$ cat config.mk
export PLATFORM = sky130hd
export DESIGN_NAME = bcd_seven_seg_flat
export DESIGN_NICKNAME = d
export VERILOG_FILES = /design/src/rtl/bcd_pkg.sv /design/src/rtl/bcd_seven_seg_if.sv /design/src/rtl/bcd_seg_decode.sv /design/src/rtl/bcd_seven_seg.sv /design/src/flat_wrapper.sv
export SDC_FILE = /design/constraint.sdc
export NUM_CORES = 1
export LEC_CHECK = 0
export ABC_CLOCK_PERIOD_IN_PS = 1100
export CORE_MARGIN = 2
export CORE_UTILIZATION = 50
export DETAILED_ROUTE_END_ITERATION = 16
export DONT_BUFFER_PORTS = 1
export PLACE_DENSITY = 0.68
export SYNTH_ARGS = -nofsm -noshare
export SYNTH_HDL_FRONTEND = slang
export SYNTH_HIERARCHICAL = 1
export SYNTH_SLANG_ARGS = --single-unit
$ cat constraint.sdc
create_clock -name clk -period 1.1 [get_ports clk]
set_clock_uncertainty 0.1 [all_clocks]
set_input_delay 0.11 -clock clk [delete_from_list [all_inputs] [get_ports clk]]
set_output_delay 0.11 -clock clk [all_outputs]
set_load 0.005 [all_outputs]
$ cat src/rtl/bcd_pkg.sv
// Shared types, constants and the BCD-to-segment lookup for the digit driver.
package bcd_pkg;

   typedef logic [6:0] seg_t;   // {g,f,e,d,c,b,a}

   localparam seg_t SEG_BLANK = 7'h00;
   localparam seg_t SEG_DASH  = 7'h40;

   localparam seg_t SEG_LUT [10] = '{
      7'h3F, 7'h06, 7'h5B, 7'h4F, 7'h66,
      7'h6D, 7'h7D, 7'h07, 7'h7F, 7'h6F
   };

   // Active-high pattern for a nibble; codes above 9 show a dash.
   function automatic seg_t bcd_to_seg(input logic [3:0] nibble);
      seg_t pat;
      if (nibble > 4'd9) pat = SEG_DASH;
      else               pat = SEG_LUT[nibble];
      return pat;
   endfunction

endpackage

$ cat src/rtl/bcd_seven_seg_if.sv
// Load/data/status bundle between a BCD source and the digit driver.
interface bcd_seven_seg_if;
   import bcd_pkg::*;

   logic       load_syn;
   logic [3:0] Din;
   seg_t       seg;
   logic [3:0] digit_q;
   logic       err;
   logic       loaded;

   modport master (
      output load_syn, Din,
      input  seg, digit_q, err, loaded
   );

   modport slave (
      input  load_syn, Din,
      output seg, digit_q, err, loaded
   );
endinterface

$ cat src/rtl/bcd_seg_decode.sv
// Combinational nibble decode: active-high segment pattern plus illegal-code flag.
module bcd_seg_decode
   import bcd_pkg::*;
(
   input  logic [3:0] nibble_i,
   output seg_t       seg_o,
   output logic       illegal_o
);

   assign seg_o     = bcd_to_seg(nibble_i);
   assign illegal_o = (nibble_i > 4'd9);

endmodule

$ cat src/rtl/bcd_seven_seg.sv
// Single-digit BCD display driver: captures a nibble on load, holds it and
// drives registered segments with selectable polarity.
module bcd_seven_seg
   import bcd_pkg::*;
#(
   parameter bit ACTIVE_LOW = 1'b0
)(
   input  logic               clk,
   input  logic               rst_syn,
   bcd_seven_seg_if.slave     bus
);

   // XOR mask turns the active-high pattern into common-anode drive.
   localparam seg_t POL_MASK = ACTIVE_LOW ? 7'h7F : 7'h00;

   seg_t       dec_seg;
   logic       dec_illegal;

   seg_t       seg_q,    seg_d;
   logic [3:0] digit_q,  digit_d;
   logic       err_q,    err_d;
   logic       loaded_q, loaded_d;

   bcd_seg_decode u_decode (
      .nibble_i  (bus.Din),
      .seg_o     (dec_seg),
      .illegal_o (dec_illegal)
   );

   // Next state: hold unless strobed; Din only matters on a load.
   always_comb begin
      seg_d    = seg_q;
      digit_d  = digit_q;
      err_d    = err_q;
      loaded_d = loaded_q;
      if (bus.load_syn) begin
         seg_d    = dec_seg ^ POL_MASK;
         digit_d  = bus.Din;
         err_d    = dec_illegal;
         loaded_d = 1'b1;
      end
   end

   // Output registers; reset wins over a simultaneous load.
   always_ff @(posedge clk) begin
      if (rst_syn) begin
         seg_q    <= SEG_BLANK ^ POL_MASK;
         digit_q  <= 4'd0;
         err_q    <= 1'b0;
         loaded_q <= 1'b0;
      end else begin
         seg_q    <= seg_d;
         digit_q  <= digit_d;
         err_q    <= err_d;
         loaded_q <= loaded_d;
      end
   end

   assign bus.seg     = seg_q;
   assign bus.digit_q = digit_q;
   assign bus.err     = err_q;
   assign bus.loaded  = loaded_q;

endmodule

$ cat src/flat_wrapper.sv
// flat-port wrapper written by rule: the top's interface ports become plain ports
module bcd_seven_seg_flat import bcd_pkg::*;
#(
   parameter bit ACTIVE_LOW = 1'b0
)
  (clk, rst_syn, bus_load_syn, bus_Din, bus_seg, bus_digit_q, bus_err, bus_loaded);
  bcd_seven_seg_if bus_i ();
  input  logic clk;
  input  logic rst_syn;
  input wire logic [$bits(bus_i.load_syn)-1:0] bus_load_syn;
  input wire logic [$bits(bus_i.Din)-1:0] bus_Din;
  output wire logic [$bits(bus_i.seg)-1:0] bus_seg;
  output wire logic [$bits(bus_i.digit_q)-1:0] bus_digit_q;
  output wire logic [$bits(bus_i.err)-1:0] bus_err;
  output wire logic [$bits(bus_i.loaded)-1:0] bus_loaded;
  assign bus_i.load_syn = bus_load_syn;
  assign bus_i.Din = bus_Din;
  assign bus_seg = bus_i.seg;
  assign bus_digit_q = bus_i.digit_q;
  assign bus_err = bus_i.err;
  assign bus_loaded = bus_i.loaded;
  bcd_seven_seg #(.ACTIVE_LOW(ACTIVE_LOW)) u_core (.clk(clk), .rst_syn(rst_syn), .bus(bus_i));
endmodule
### After elaboration in Yosys (flattened, before gate mapping)

Memories as Yosys holds them, arrays and structs flattened.
Index checks and enable logic that the tools add are counted.

| cells by class | value |
|---|---|
| magnitude comparators | 2 |
| mux-type cells | 3 |
| bitwise logic cells | 1 |

Operators by type and width:

| kind | number |
|---|---|
| 7-bit two-way mux | 3 |
| 5-bit greater-or-equal comparator, second input constant | 1 |
| 4-bit inverter with 5-bit output | 1 |
| 4-bit greater-than comparator, second input constant | 1 |

| word-level totals | value |
|---|---|
| register bits | 13 |
| ROM bits | 112 |
| bits of input ports | 7 |
| output and inout port bits | 13 |
| logic and storage cells | 11 |
| memories | 1 |

Memory list:

| memory | words | bits a word | rd ports | clocked after Yosys merged registers in | write ports | line | source |
|---|---|---|---|---|---|---|---|
| (no name shown) | 16 | 7 | 1 | 0 | 0 | bcd_pkg.sv:18 | `else pat = SEG_LUT[nibble];` |

### Longest topological paths before layout

| depth | value |
|---|---|
| depth in word-level cells | 5 |
| gate-level depth with buffers | 7 |
| depth with buffers taken out | 7 |

### By module

The synthesis kept the hierarchy.

By module, submodules not included:

| module | times used | cells an instance | area an instance (µm²) | sequential area each (µm²) |
|---|---|---|---|---|
| bcd_seven_seg | 1 | 42 | 469.2 | 260.2 |
| bcd_seg_decode | 1 | 23 | 186.4 | 0.0 |

### Worst setup path before layout

OpenSTA, ideal clock, no wires.

| timing path | value |
|---|---|
| path kind | input to register |
| start | input bus_Din[1] |
| end | register u_core.seg_q[0] (netlist: u_core/bus.seg[0]) |
| setup time | 64 ps |
| arrival | 968 ps |
| data required time | 936 ps |
| setup slack | -32 ps |
| cell stages on the path | 7 |
| buffers on the path | 0 |
| cells stage by stage | inv_1 -> ha_1 -> nor2_1 -> o21a_4 -> a211oi_2 -> mux2i_1 -> nor2_1 |

| on the way | value |
|---|---|
| elaborated cells between the ends (all ways) | 6 |

RTL lines:

| what | line | source |
|---|---|---|
| start, declared | flat_wrapper.sv:11 | `input wire logic [$bits(bus_i.Din)-1:0] bus_Din;` |
| 4-bit greater-than comparator | - |  |
| named net u_core.dec_illegal | bcd_seven_seg.sv:17 | `logic dec_illegal;` |
| 7-bit two-way mux | bcd_pkg.sv:17 | `if (nibble > 4'd9) pat = SEG_DASH;` |
| named net u_core.dec_seg[0] | bcd_seven_seg.sv:16 | `seg_t dec_seg;` |
| end signal, assigned | bcd_seven_seg.sv:47 | `seg_q <= SEG_BLANK ^ POL_MASK;` |
| end signal, assigned | bcd_seven_seg.sv:52 | `seg_q <= seg_d;` |
| end, declared | bcd_seven_seg.sv:19 | `seg_t seg_q, seg_d;` |

The timed path passes the listed nets, and every way through them passes these cells. The select of a mux whose other input is x is not followed.
A chain may end at the register's enable or synchronous reset.

### Worst setup path after layout

| timing path | value |
|---|---|
| start | input bus_Din[2] |
| end | register u_core.seg_q[0] (netlist: u_core/bus.seg[0]) |

| on the way | value |
|---|---|
| cells in the longest elaborated chain, start to end | 5 |
| elaborated cells between the ends (all ways) | 6 |

RTL lines:

| what | line |
|---|---|
| 4-bit inverter with 5-bit output (implied by the code) | bcd_pkg.sv:18 |
| memory 16 x 7 bit | - |
| 7-bit two-way mux (implied by the code) (2 in a row) | bcd_pkg.sv:18 |
| 7-bit two-way mux (*) | bcd_pkg.sv:17 |
| named net u_core.dec_seg[0] | bcd_seven_seg.sv:16 |

Mark *: on every way through the listed nets, which the timed path passes. The rest lies on a longest branch. The select of a mux whose other input is x is not followed.

==> qor.yml <==
grt:
  global_route.overflow_total: 0
  aggregate_global_route_resource_usage: 0.171
  initial_antenna_violation_count: 0
  grt_max_degree: 14
  via_count_of_the_first_global_routing_pass: 446
  grt_pass1_wl_um: 1810
logic_synthesis:
  synth-seq-area-share: 0.397
  synthesis.instances: 65
  synthTopCellsByArea: "sky130_fd_sc_hd__dfxtp_1 (40%), sky130_fd_sc_hd__mux2i_1 (18%), sky130_fd_sc_hd__ha_1 (9.5%), sky130_fd_sc_hd__nor2_1 (9.2%), sky130_fd_sc_hd__a21oi_1 (3.1%)"
  yosys_warnings: 6
  synth_area_sq_um: 656
  ys_seq_elements: 13
  synth_fp_nets: 77
  yosysUniqueCellTypes: 19
  synthesis.area_per_instance_sq_um: 10.1
  synth_largest_area_cell: "sky130_fd_sc_hd__dfxtp_1"
  synth.top_cell.area_share: 0.397
cts:
  clk-insertion-delay-late_ps: 280
  numCtsBuffers: 3
  worst_setup_hold_path_clk_slew_ps: 80
  clock_tree.buffer_depth: 2
  cts.root.buffer_cell: "sky130_fd_sc_hd__clkbuf_4"
  tritoncts: "yes"
  post_cts_sizing: 0
  postCtsSetupBuffers: 0
  cts.htree.levels: 1
  clkSinkCount: 13
worst_setup_path:
  cp.required_ps: 1220
  r2r.worst_path.cells: 2
  crit_path_end_kind: "register"
  worst_ep_arrival_time_ps: 1120
  timing.rr.end: "u_core/bus.err$_SDFFE_PP0P_"
  r2r_start: "u_core/bus.err$_SDFFE_PP0P_"
  r2r_slack_ps: 370
  largest_fanout_on_the_critical_path: 7
  critical_path.slowest_cell: "sky130_fd_sc_hd__dlygate4sd3_1"
  worstSetupPathType: "in -> reg"
  critical-path-max-stage-delay_ps: 600
  cells_traversed_along_the_worst_timing_path: "dlygate4sd3_1 -> a211oi_2 -> mux2i_1 -> nor2_1"
  startpoint_kind_of_the_worst_setup_timing_path: "primary input"
routing:
  firstDrtPassIters: 3
  drt.antenna.violating_nets: 0
  wl_per_cell_um: 13.0
  vias: 456
  drc_errors: 0
  wl_um: 1150
  vias_per_cell: 5.18
  drt_first_iter_violations: 1
floorplanning:
  coreArea_sq_mm: 0.00127
  die_area_sq_mm: 0.00162
  ios: 20
  placementRows: 13
  dieWidth_um: 40.2
  start_util: 0.517
  die_height_um: 40.2
power_and_ir_drop:
  total_power_consumption_uw: 956
  p_sw_frac: 0.249
  power.leakage_nw: 0.330
  power_per_cell_area_mw_per_mm2: 1310
  ir_drop_worst_vdd_uv: 702
  internal_portion_of_total_power_uw: 718
  share_clk_of_total_power: 0.312
  share_of_total_power_in_combinational_logic: 0.140
  power.sequential.fraction: 0.548
  switching_power_uw: 238
worst_hold_path:
  hp-start: "bus_load_syn"
  worst_hold_path.endpoint: "u_core/bus.loaded$_SDFFE_PP0P_"
  holdCritPathClass: "in -> reg"
  min_path_cells: 2
placement:
  dp_hpwl_um: 773
  postPlaceCellArea_sq_um: 656
  portBuffers: 0
  gp_routability_congestion: 0.807
  placed_cells: 79
  place_worst_setup_slack_ps: -68.5
timing:
  setup_repair_after_global_routing_missed_its_margin: "no"
  setup_tns_ps: 0
  holdWs_ps: -131
  setup_ws_ps: 105
  relSlewSlack: 0.688
  finalCritPeriodShare: 0.905
  fin_crit_ps: 995
  drv_slew: 0
  timing.final.setup_violations: 0
  actual_slew_at_the_worst_max_slew_pin_ps: 466
  clock.fmax_ghz: 1.00
  finalHoldViolCount: 13
layout:
  area_delta_synth_final_pct: 11.6
  finalCoreUtilization: 0.577
  n_fill_cell: 113
  layout.nets: 86
  antenna_cells: 0
  commonest_cells_after_routing_fill_and_taps_aside: "sky130_fd_sc_hd__nor2_1 (16), sky130_fd_sc_hd__dfxtp_1 (13), sky130_fd_sc_hd__mux2i_1 (12)"
  post_layout_nonfiller_instances: 88
  stdcell_area_sq_um: 732
  final_common_cell: "sky130_fd_sc_hd__nor2_1"
  drive_gt1_frac: 0.205
status:
  run_status: "finished, violations left"
  violations: "negative hold slack"
flow_run:
  cap_viol_max_count: 0
[power by group through the flow]
stage	logic [mW]	registers [mW]	clock network [mW]
2_1_floorplan	0.120	0.531	0
3_3_place_gp	0.109	0.536	0
3_5_place_dp	0.111	0.536	0
4_1_cts	0.132	0.525	0.309
5_1_grt	0.151	0.530	0.328
6_report	0.134	0.524	0.298
[repair_timing]
item                       CTS  global route
hold buffers                 4             1
hold endpoints to repair    13            13
setup endpoints to repair    0             0
[flip-flops by register name, summed over array words and instances, names as in the netlist]
| name | count |
|---|---|
| u_core/bus.digit_q | 4 |
| u_core/bus.err | 1 |
| u_core/bus.loaded | 1 |
| u_core/bus.seg | 7 |
[how the worst max path moves through the flow]
stage	from	endpoint	slack, ps	cells after the start
2_1_floorplan	bus_Din[1]	u_core/bus.seg[0]$_SDFFE_PP0P_	3	7
4_1_cts	bus_Din[0]	u_core/bus.seg[4]$_SDFFE_PP0P_	100	4
3_3_place_gp	bus_Din[1]	u_core/bus.seg[0]$_SDFFE_PP0P_	-40	7
6_report	bus_Din[2]	u_core/bus.seg[0]$_SDFFE_PP0P_	100	4
5_1_grt	rst_syn	u_core/bus.loaded$_SDFFE_PP0P_	40	2
3_5_place_dp	bus_Din[1]	u_core/bus.seg[0]$_SDFFE_PP0P_	-70	7
[cell families after synthesis]
family,count (synthesis),synth area share
buffers and inverters,6,0.0725
DFF,13,0.397
adders and majority gates,5,0.0954
and+or+nand+nor,21,0.149
muxes,12,0.183
AOI/OAI and AO/OA,8,0.103
[cells in the mapped netlist]
master,n
sky130_fd_sc_hd__o21a_4,1
sky130_fd_sc_hd__mux2i_1,12
sky130_fd_sc_hd__buf_6,1
sky130_fd_sc_hd__inv_2,1
sky130_fd_sc_hd__o21ai_0,1
sky130_fd_sc_hd__a21oi_1,4
sky130_fd_sc_hd__nor3_2,1
sky130_fd_sc_hd__dfxtp_1,13
sky130_fd_sc_hd__a211oi_2,1
sky130_fd_sc_hd__buf_12,1
sky130_fd_sc_hd__nor2_2,1
sky130_fd_sc_hd__ha_1,5
sky130_fd_sc_hd__and2_4,1
sky130_fd_sc_hd__a221oi_2,1
sky130_fd_sc_hd__inv_1,2
sky130_fd_sc_hd__buf_2,1
sky130_fd_sc_hd__nor2_1,16
sky130_fd_sc_hd__nand2b_1,1
sky130_fd_sc_hd__nor2b_1,1
[metal layers]
metal,vias up,global-route usage,share of wire
met3,2,0.0444,0.062
met4,0,0.0750,0.017
met2,13,0.294,0.46
met5,-,0,0
li1,233,-,-
met1,208,0.198,0.46
[worst max-delay path: cells and delay by family]
kind | cells | cell delay (ps)
AOI/OAI and AO/OA | 1 | 230
buffers and inverters | 1 | 600
muxes | 1 | 90
and+or+nand+nor | 1 | 80
[layout make-up]
class,instances,area (sq um),area share
sequential,13,260,0.356
timing repair buffer,7,65.1,0.0889
clock buffer,4,26.3,0.0359
multi-input combinational,46,350,0.479
inverter,3,11.3,0.0154
tap,15,18.8,0.0256
No activity file was read; power rests on OpenSTA's default activity.
